$ cat src/rtl/toy_fetch_req_agent.sv
// toy_fetch_req_agent: initiator side of the fetch_mem req/ack interface.
// Upstream addresses are tagged with {epoch, slot}, issued in order, acked in
// any order, and handed downstream strictly in issue order. A flush retires
// the current epoch so late acks from before the flush are recognised and dropped.
module toy_fetch_req_agent #(
  parameter int ADDR_WIDTH = 32,
  parameter int DATA_WIDTH = 256,
  parameter int ID_WIDTH   = 16,
  parameter int DEPTH      = 4
) (
  input  logic                      clk,
  input  logic                      rst,
  input  logic                      flush,
  input  logic                      up_vld,
  output logic                      up_rdy,
  input  logic [ADDR_WIDTH-1:0]     up_addr,
  output logic                      fetch_mem_req_vld,
  input  logic                      fetch_mem_req_rdy,
  output logic [ADDR_WIDTH-1:0]     fetch_mem_req_addr,
  output logic [ID_WIDTH-1:0]       fetch_mem_req_entry_id,
  input  logic                      fetch_mem_ack_vld,
  output logic                      fetch_mem_ack_rdy,
  input  logic [DATA_WIDTH-1:0]     fetch_mem_ack_data,
  input  logic [ID_WIDTH-1:0]       fetch_mem_ack_entry_id,
  output logic                      down_vld,
  input  logic                      down_rdy,
  output logic [ADDR_WIDTH-1:0]     down_addr,
  output logic [DATA_WIDTH-1:0]     down_data,
  output logic [$clog2(DEPTH):0]    outstanding_cnt,
  output logic [15:0]               stale_drop_cnt,
  output logic                      proto_err
);

  localparam int SLOT_W = $clog2(DEPTH);
  localparam logic [SLOT_W:0] FULL_CNT = (SLOT_W + 1)'(DEPTH);

  logic                  epoch_reg;
  logic [SLOT_W-1:0]     wr_ptr_reg;
  logic [SLOT_W-1:0]     rd_ptr_reg;
  logic [SLOT_W:0]       count_reg;
  logic [15:0]           stale_cnt_reg;
  logic                  proto_err_reg;

  logic [DEPTH-1:0]      pend;
  logic [DEPTH-1:0]      done;
  logic [ADDR_WIDTH-1:0] addr_mem [DEPTH];
  logic [DATA_WIDTH-1:0] data_mem [DEPTH];

  logic                  full;
  logic                  issue;
  logic                  deliver;
  logic                  ack_fire;
  logic [SLOT_W-1:0]     ack_slot;
  logic                  ack_epoch;
  logic                  ack_upper_zero;
  logic                  ack_hit;
  logic                  ack_accept;
  logic                  ack_dup;
  logic                  ack_stale;

  // Issue, ack classification and delivery handshakes are all combinational.
  always_comb begin
    full               = (count_reg == FULL_CNT);
    fetch_mem_req_vld  = ~rst & up_vld & ~full & ~flush;
    up_rdy             = ~rst & fetch_mem_req_rdy & ~full & ~flush;
    fetch_mem_req_addr = up_addr;
    fetch_mem_req_entry_id = {{(ID_WIDTH - SLOT_W - 1){1'b0}}, epoch_reg, wr_ptr_reg};
    issue              = fetch_mem_req_vld & fetch_mem_req_rdy;

    // Slots are pre-allocated at issue time, so acks are never backpressured.
    fetch_mem_ack_rdy  = ~rst;
    ack_fire           = fetch_mem_ack_vld & ~rst;
    ack_slot           = fetch_mem_ack_entry_id[SLOT_W-1:0];
    ack_epoch          = fetch_mem_ack_entry_id[SLOT_W];
    // Issued ids are zero above the epoch bit; anything else cannot be ours.
    ack_upper_zero     = (fetch_mem_ack_entry_id[ID_WIDTH-1:SLOT_W+1] == '0);
    ack_hit            = ack_fire & ~flush & ack_upper_zero &
                         (ack_epoch == epoch_reg) & pend[ack_slot];
    ack_accept         = ack_hit & ~done[ack_slot];
    ack_dup            = ack_hit & done[ack_slot];
    ack_stale          = ack_fire & ~ack_hit;

    down_vld           = ~rst & ~flush & done[rd_ptr_reg];
    down_addr          = addr_mem[rd_ptr_reg];
    down_data          = data_mem[rd_ptr_reg];
    deliver            = down_vld & down_rdy;

    outstanding_cnt    = count_reg;
    stale_drop_cnt     = stale_cnt_reg;
    proto_err          = proto_err_reg;
  end

  genvar gi;
  generate
    for (gi = 0; gi < DEPTH; gi++) begin : g_slot
      logic                  pend_reg;
      logic                  done_reg;
      logic [ADDR_WIDTH-1:0] addr_reg;
      logic [DATA_WIDTH-1:0] data_reg;

      // Per-slot lifecycle: allocate on issue, fill on ack, release on delivery.
      always_ff @(posedge clk) begin
        if (rst) begin
          pend_reg <= 1'b0;
          done_reg <= 1'b0;
          addr_reg <= '0;
          data_reg <= '0;
        end else if (flush) begin
          pend_reg <= 1'b0;
          done_reg <= 1'b0;
        end else begin
          if (issue && wr_ptr_reg == SLOT_W'(gi)) begin
            pend_reg <= 1'b1;
            addr_reg <= up_addr;
          end
          if (ack_accept && ack_slot == SLOT_W'(gi)) begin
            done_reg <= 1'b1;
            data_reg <= fetch_mem_ack_data;
          end
          if (deliver && rd_ptr_reg == SLOT_W'(gi)) begin
            pend_reg <= 1'b0;
            done_reg <= 1'b0;
          end
        end
      end

      assign pend[gi]     = pend_reg;
      assign done[gi]     = done_reg;
      assign addr_mem[gi] = addr_reg;
      assign data_mem[gi] = data_reg;
    end
  endgenerate

  // Ring pointers, occupancy and epoch; flush starts a fresh epoch at slot 0.
  always_ff @(posedge clk) begin
    if (rst) begin
      epoch_reg  <= 1'b0;
      wr_ptr_reg <= '0;
      rd_ptr_reg <= '0;
      count_reg  <= '0;
    end else if (flush) begin
      epoch_reg  <= ~epoch_reg;
      wr_ptr_reg <= '0;
      rd_ptr_reg <= '0;
      count_reg  <= '0;
    end else begin
      if (issue)   wr_ptr_reg <= wr_ptr_reg + 1'b1;
      if (deliver) rd_ptr_reg <= rd_ptr_reg + 1'b1;
      case ({issue, deliver})
        2'b10:   count_reg <= count_reg + 1'b1;
        2'b01:   count_reg <= count_reg - 1'b1;
        default: count_reg <= count_reg;
      endcase
    end
  end

  // Diagnostics: saturating stale-ack counter and sticky duplicate-ack flag.
  always_ff @(posedge clk) begin
    if (rst) begin
      stale_cnt_reg <= '0;
      proto_err_reg <= 1'b0;
    end else begin
      if (ack_stale && stale_cnt_reg != 16'hFFFF) stale_cnt_reg <= stale_cnt_reg + 16'd1;
      if (ack_dup) proto_err_reg <= 1'b1;
    end
  end

endmodule

$ cat config.mk
export PLATFORM = sky130hd
export DESIGN_NAME = toy_fetch_req_agent
export DESIGN_NICKNAME = d
export VERILOG_FILES = /design/src/rtl/toy_fetch_req_agent.sv
export SDC_FILE = /design/constraint.sdc
export NUM_CORES = 2
export LEC_CHECK = 0
export CAP_MARGIN = 10
export CORE_UTILIZATION = 37
export CTS_CLUSTER_SIZE = 8
export DETAILED_ROUTE_END_ITERATION = 7
export SETUP_SLACK_MARGIN = 0.3
export SYNTH_ARGS = -nofsm -noshare
export SYNTH_HDL_FRONTEND = slang
export SYNTH_SLANG_ARGS = --single-unit
$ cat constraint.sdc
create_clock -name clk -period 5.2 [get_ports clk]
set_input_delay 0.52 -clock clk [delete_from_list [all_inputs] [get_ports clk]]
set_output_delay 0.52 -clock clk [all_outputs]
set_load 0.01 [all_outputs]
=== Yosys cells after proc, flatten, opt, wreduce, memory -nomap -nowiden ===
Index checks and enable logic that the tools add are counted.

* Logic and storage cells: 113
* Register bits: 1185
* Output and inout bits: 360
* Input bits: 311

* Reductions and logical operators: 31
* Order comparisons: 3
* Equal/unequal tests: 14
* Mux-type cells: 13
* Bitwise gates (word level): 25
* $add $sub $neg: 5

{| class="wikitable"
|+ Operator list
! kind !! count
|-
| 256-bit binary-select mux with 2-bit select || 1
|-
| 256-bit two-way mux || 2
|-
| 32-bit binary-select mux with 2-bit select || 1
|-
| 32-bit two-way mux || 2
|-
| 1-bit bitwise AND || 18
|-
| 16-bit by 1-bit adder with 16-bit output (second input constant) || 1
|-
| 16-bit inequality test (second input constant) || 1
|-
| 2-bit AND reduction || 8
|-
| 2-bit equality test (second input constant) || 7
|-
| 1-bit logical AND || 13
|-
| 13-bit logical NOT || 1
|-
| 3-bit OR reduction || 4
|-
| 2-bit by 1-bit equality test with 1-bit output (second input constant) || 4
|-
| 1-bit binary-select mux with 2-bit select || 3
|-
| 2-bit logical NOT || 3
|-
| 2-bit by 3-bit < comparator with 1-bit output (second input constant) || 2
|-
| 1-bit inverter || 6
|-
| 3-bit case mux with 2 select lines || 1
|-
| 2-bit by 1-bit adder with 2-bit output (second input constant) || 2
|-
| 3-bit by 1-bit adder with 3-bit output (second input constant) || 1
|-
| 3-bit equality test (second input constant) || 1
|-
| 3-bit greater-or-equal comparator (second input constant) || 1
|-
| 1-bit two-way mux || 3
|-
| 2-bit inverter with 3-bit output || 1
|-
| 4 further kinds || 4
|}

=== Logic depth before layout (Yosys ltp) ===
* Depth in word-level cells: 9
* Gate-level depth with buffers: 11
* Gate-level depth less buffers: 9

=== Worst setup path after synthesis ===
Ideal clock, no wire load.

* Kind: input-to-reg
* Start: input fetch_mem_ack_entry_id[3]
* End: register g_slot[2].data_reg[100]
* Path buffers: 3
* Data required time: 5068 ps
* Data arrival time: 2521 ps
* Stages: 8
* Setup time: 132 ps
* Path slack: 2547 ps
* Cells stage by stage: or4_1 or4_4 or4_1 buf_2 buf_6 buf_6 nand2_1 a21oi_1

* Word-level cells in the longest chain between the ends: 7

{| class="wikitable"
|+ Ends and longest elaborated chain
! item !! RTL line !! source
|-
| start: declaration || 24 || <nowiki>input logic [ID_WIDTH-1:0] fetch_mem_ack_entry_id,</nowiki>
|-
| 13-bit logical NOT || 76 || <nowiki>ack_upper_zero = (fetch_mem_ack_entry_id[ID_WIDTH-1:SLOT_W+1] == '0);</nowiki>
|-
| 1-bit bitwise AND (2 in series) || 77 || <nowiki>ack_hit = ack_fire & ~flush & ack_upper_zero &</nowiki>
|-
| 1-bit bitwise AND || 78 || <nowiki>(ack_epoch == epoch_reg) & pend[ack_slot];</nowiki>
|-
| 1-bit bitwise AND || 79 || <nowiki>ack_accept = ack_hit & ~done[ack_slot];</nowiki>
|-
| 1-bit logical AND || 116 || <nowiki>if (ack_accept && ack_slot == SLOT_W'(gi)) begin</nowiki>
|-
| 2-bit AND reduction (no line) || -- ||
|-
| end signal: assignment || 118 || <nowiki>data_reg <= fetch_mem_ack_data;</nowiki>
|-
| end: declaration || 99 || <nowiki>logic [DATA_WIDTH-1:0] data_reg;</nowiki>
|}

Every way passes these cells.
A chain may end at the register's enable or synchronous reset.

=== Worst setup path in the final report ===
* Start: register rd_ptr_reg[0]
* End: output down_data[166]

* Word-level cells in the longest chain between the ends: 4

{| class="wikitable"
|+ Ends and longest elaborated chain
! item !! RTL line !! source
|-
| start: declaration || 39 || <nowiki>logic [SLOT_W-1:0] rd_ptr_reg;</nowiki>
|-
| start signal: assignment || 148 || <nowiki>if (deliver) rd_ptr_reg <= rd_ptr_reg + 1'b1;</nowiki>
|-
| 2-bit inverter with 3-bit output (implied by the code) || 85 || <nowiki>down_data = data_mem[rd_ptr_reg];</nowiki>
|-
| 256-bit binary-select mux with 2-bit select || 85 ||
|-
| 256-bit two-way mux (implied by the code) (2 in series) || 85 ||
|-
| end: declaration || 28 || <nowiki>output logic [DATA_WIDTH-1:0] down_data,</nowiki>
|}

Every way passes these cells. The select of a mux whose other input is x is not followed.

==> results.sh <==
export IMPL_status="complete, no violations"
export IMPL_leakage_nw=18.7
export IMPL_worstSetupEndpointType="primary output"
export IMPL_netlist_top_cell_by_area="dfxtp_1"
export IMPL_synth_top_cell_area_share_pct=49.2
export IMPL_path_cells="buf_4, mux4_2, clkdlybuf4s50_1"
export IMPL_slew_headroom_pct=23.1
export IMPL_die_height_um=363
export IMPL_rows=132
export IMPL_hold_depth=2
export IMPL_clk_pin_slew_ns=0.05
export IMPL_grt_usage_pct=22.3
export IMPL_htreeDepth=4
export IMPL_fin_crit_ns=3.82
export IMPL_grt_first_pass_wirelength_mm=232
export IMPL_grt_start_max_net_pins=215
export IMPL_cts_root_buf="clkbuf_16"
export IMPL_cp_slowest_stage_delay_ns=0.79
export IMPL_worstSetupStartpointType="flop"
export IMPL_path_buf_inv=2
export IMPL_yosysUniqueCellTypes=40
export IMPL_synth_ff_type="dfxtp_1"
export IMPL_max_clock_freq_mhz=262
export IMPL_critPathRequiredTime_ns=4.68
export IMPL_die_area_um2=132000
export IMPL_dpl_hpwl_mm=88.9
export IMPL_first_iter_violations=3388
export IMPL_cts_buffer_depth=3
export IMPL_post_place_ws_ns=1.36
export IMPL_ant_nets=0
export IMPL_via_count=40600
export IMPL_synth_edf_count=0
export IMPL_synth_area_top_cells="dfxtp_1 (49%), nand2_1 (18%), mux4_2 (14%)"
export IMPL_skew_ns=0.0243
export IMPL_cts_resized=0
export IMPL_ir_worst_vdd_uv=293
export IMPL_syn_area_per_cell_um2=8.60
export IMPL_powerDensity_nw_per_um2=322
export IMPL_core_um2=129000
export IMPL_rr_worst_depth=8
export IMPL_period_share_pct=73.5
export IMPL_dp_cells=7586
export IMPL_hp_class="input pin to flop"
export IMPL_antenna_found_initial=32
export IMPL_max_cap_violations=0
export IMPL_start_util_pct=37.2
export IMPL_reg2reg_from="rd_ptr_reg[1]$_SDFFE_PP0P_"
export IMPL_ios=671
export IMPL_tightest_slew_ns=1.15
export IMPL_gp_congestion=0.789
export IMPL_cts_buffers_inserted=166
export IMPL_wirelength_mm=151
export IMPL_critPathLaunch="rd_ptr_reg[0]$_SDFFE_PP0P_"
export IMPL_crit_fanout=28
export IMPL_vias_per_cell=5.22
export IMPL_final_nets=6334
export IMPL_synth_common_cells="nand2_1 (2317), dfxtp_1 (1185), a21oi_1 (1170)"
export IMPL_place_area_um2=55600
export IMPL_largest_reg_flops=1024
export IMPL_clock_sinks=1185
export IMPL_insertion_delay_ns=0.75
export IMPL_power_mw=19.3
export IMPL_cp_arrival_ns=3.30
export IMPL_setup_viol=0
export IMPL_hold_path_startpoint="rst"
export IMPL_fin_ws_ns=1.38
export IMPL_die_w_um=363
export IMPL_ys_ff_latch=1185
export IMPL_fin_cells=7784
export IMPL_synth_area_um2=48200
export IMPL_first_pass_iters=5
export IMPL_grt_pass1_vias=39700
export IMPL_ys_seq_area_share_pct=49.2
export IMPL_path_delay_family="buffers and inverters"
export IMPL_netlist_instances=5606
export IMPL_area_growth_syn_to_layout_pct=24.6
export IMPL_grt_setup_unrepaired="no"
export IMPL_synth_async_reset_ratio_pct=0
export IMPL_fin_setup_tns_ns=0
export IMPL_cts_setup_buffers=0
export IMPL_slowest_stage="dfxtp_4"
export IMPL_numPortBuffers=657
export IMPL_hold_viol_final=0
export IMPL_ys_warn_count=0
export IMPL_avgRoutedWirePerCell_um=19.4
export IMPL_layout_drive_gt1_share_pct=9.35
export IMPL_gr_total_overflow=0
export IMPL_cp_num_cells=3
export IMPL_synth_most_common_cell="nand2_1"
export IMPL_finalMaxSlewViolations=0
export IMPL_worstSetupPathType="flop to primary output"
export IMPL_drc_errors=0
export IMPL_finalInstanceArea_um2=60100
export IMPL_postCtsHoldBufs=0
export IMPL_cts_tree="built"
==> report_power, final <==
group | internal, mW | switching [mW] | leakage [nW]
registers | 9.11 | 0.00638 | 9.54
clock network | 5.78 | 3.81 | 2.17
logic | 0.280 | 0.348 | 7.03
==> metal layers <==
metal  global-route usage, %  part of all wire, %  vias up
li1                        -                    -    19500
met1                    27.8                   41    19500
met2                    36.5                   48     1323
met3                    5.88                  7.7      268
met4                    9.34                  3.1       26
met5                       0                 0.12        -
==> cell type report <==
type                            count  area [um2]
Fill cell                       12300       69400
Sequential cell                  1185       23700
Multi-Input combinational cell   3920       22100
Timing Repair Buffer              730        7540
Clock buffer                      172        4270
Tap cell                         1742        2180
Clock inverter                      8         150
Antenna cell                       18        45.0
Inverter                            9        33.8
==> stage by stage <==
step	util (%)	hold WS (ns)
2_1_floorplan	-	0.429
3_3_place_gp	42.9	0.434
3_5_place_dp	42.9	0.440
4_1_cts	46.4	0.187
5_1_grt	46.4	0.231
6_report	46.4	0.228
==> layout by cell type (no fill, tap or decap), types with 3 or more instances in the layout <==
cell type | Yosys | layout
a21oi_1 | 1170 | 1170
and2_2 | 0 | 4
and3_1 | 7 | 7
buf_12 | 0 | 33
buf_4 | 46 | 40
clkbuf_16 | 0 | 170
clkdlybuf4s50_1 | 0 | 656
conb_1 | 1 | 13
dfxtp_1 | 1185 | 1183
diode_2 | 0 | 18
ha_1 | 10 | 10
inv_1 | 9 | 9
mux4_2 | 291 | 291
nand2_1 | 2317 | 2316
nand3_1 | 10 | 10
nand4_1 | 9 | 9
nor2_1 | 17 | 17
nor4_1 | 5 | 5
o21a_1 | 10 | 10
o21ai_0 | 5 | 5
o31ai_1 | 6 | 6
or2_2 | 3 | 3
or3_1 | 5 | 5
or4_1 | 10 | 8
or4_4 | 1 | 3
xnor2_1 | 4 | 4
==> kinds of logic (layout without fill, tap and decap cells) <==
family          count (synthesis)  in the layout  synth area share, %
compound gates               1197           1197                 12.6
xor+xnor                        6              6                0.109
fa+ha+maj                      11             11                0.301
buf+inv                       513            919                 5.11
flops                        1185           1185                 49.2
mux                           294            294                 13.7
other cells                     1             31              0.00778
simple gates                 2399           2399                 19.1
==> final timing paths <==
check                                    endpoint  slack (ns)
min                        epoch_reg$_SDFFE_PP0P_        0.23
max reg2reg       outstanding_cnt[2]$_SDFFE_PP0P_        2.16
min reg2reg  g_slot[1].data_reg[226]$_SDFFE_PP0P_        0.44
max                                down_data[166]        1.38
==> worst reg2reg max path, stage by stage, from the launching register on <==
cell	delay [ns]
dfxtp_4	0.86
mux4_2	0.42
and3_1	0.40
ha_1	0.25
inv_1	0.06
fa_1	0.37
xor2_1	0.16
or3_1	0.31
a21oi_1	0.14
Note: power is estimated with default switching activity, not from simulation.
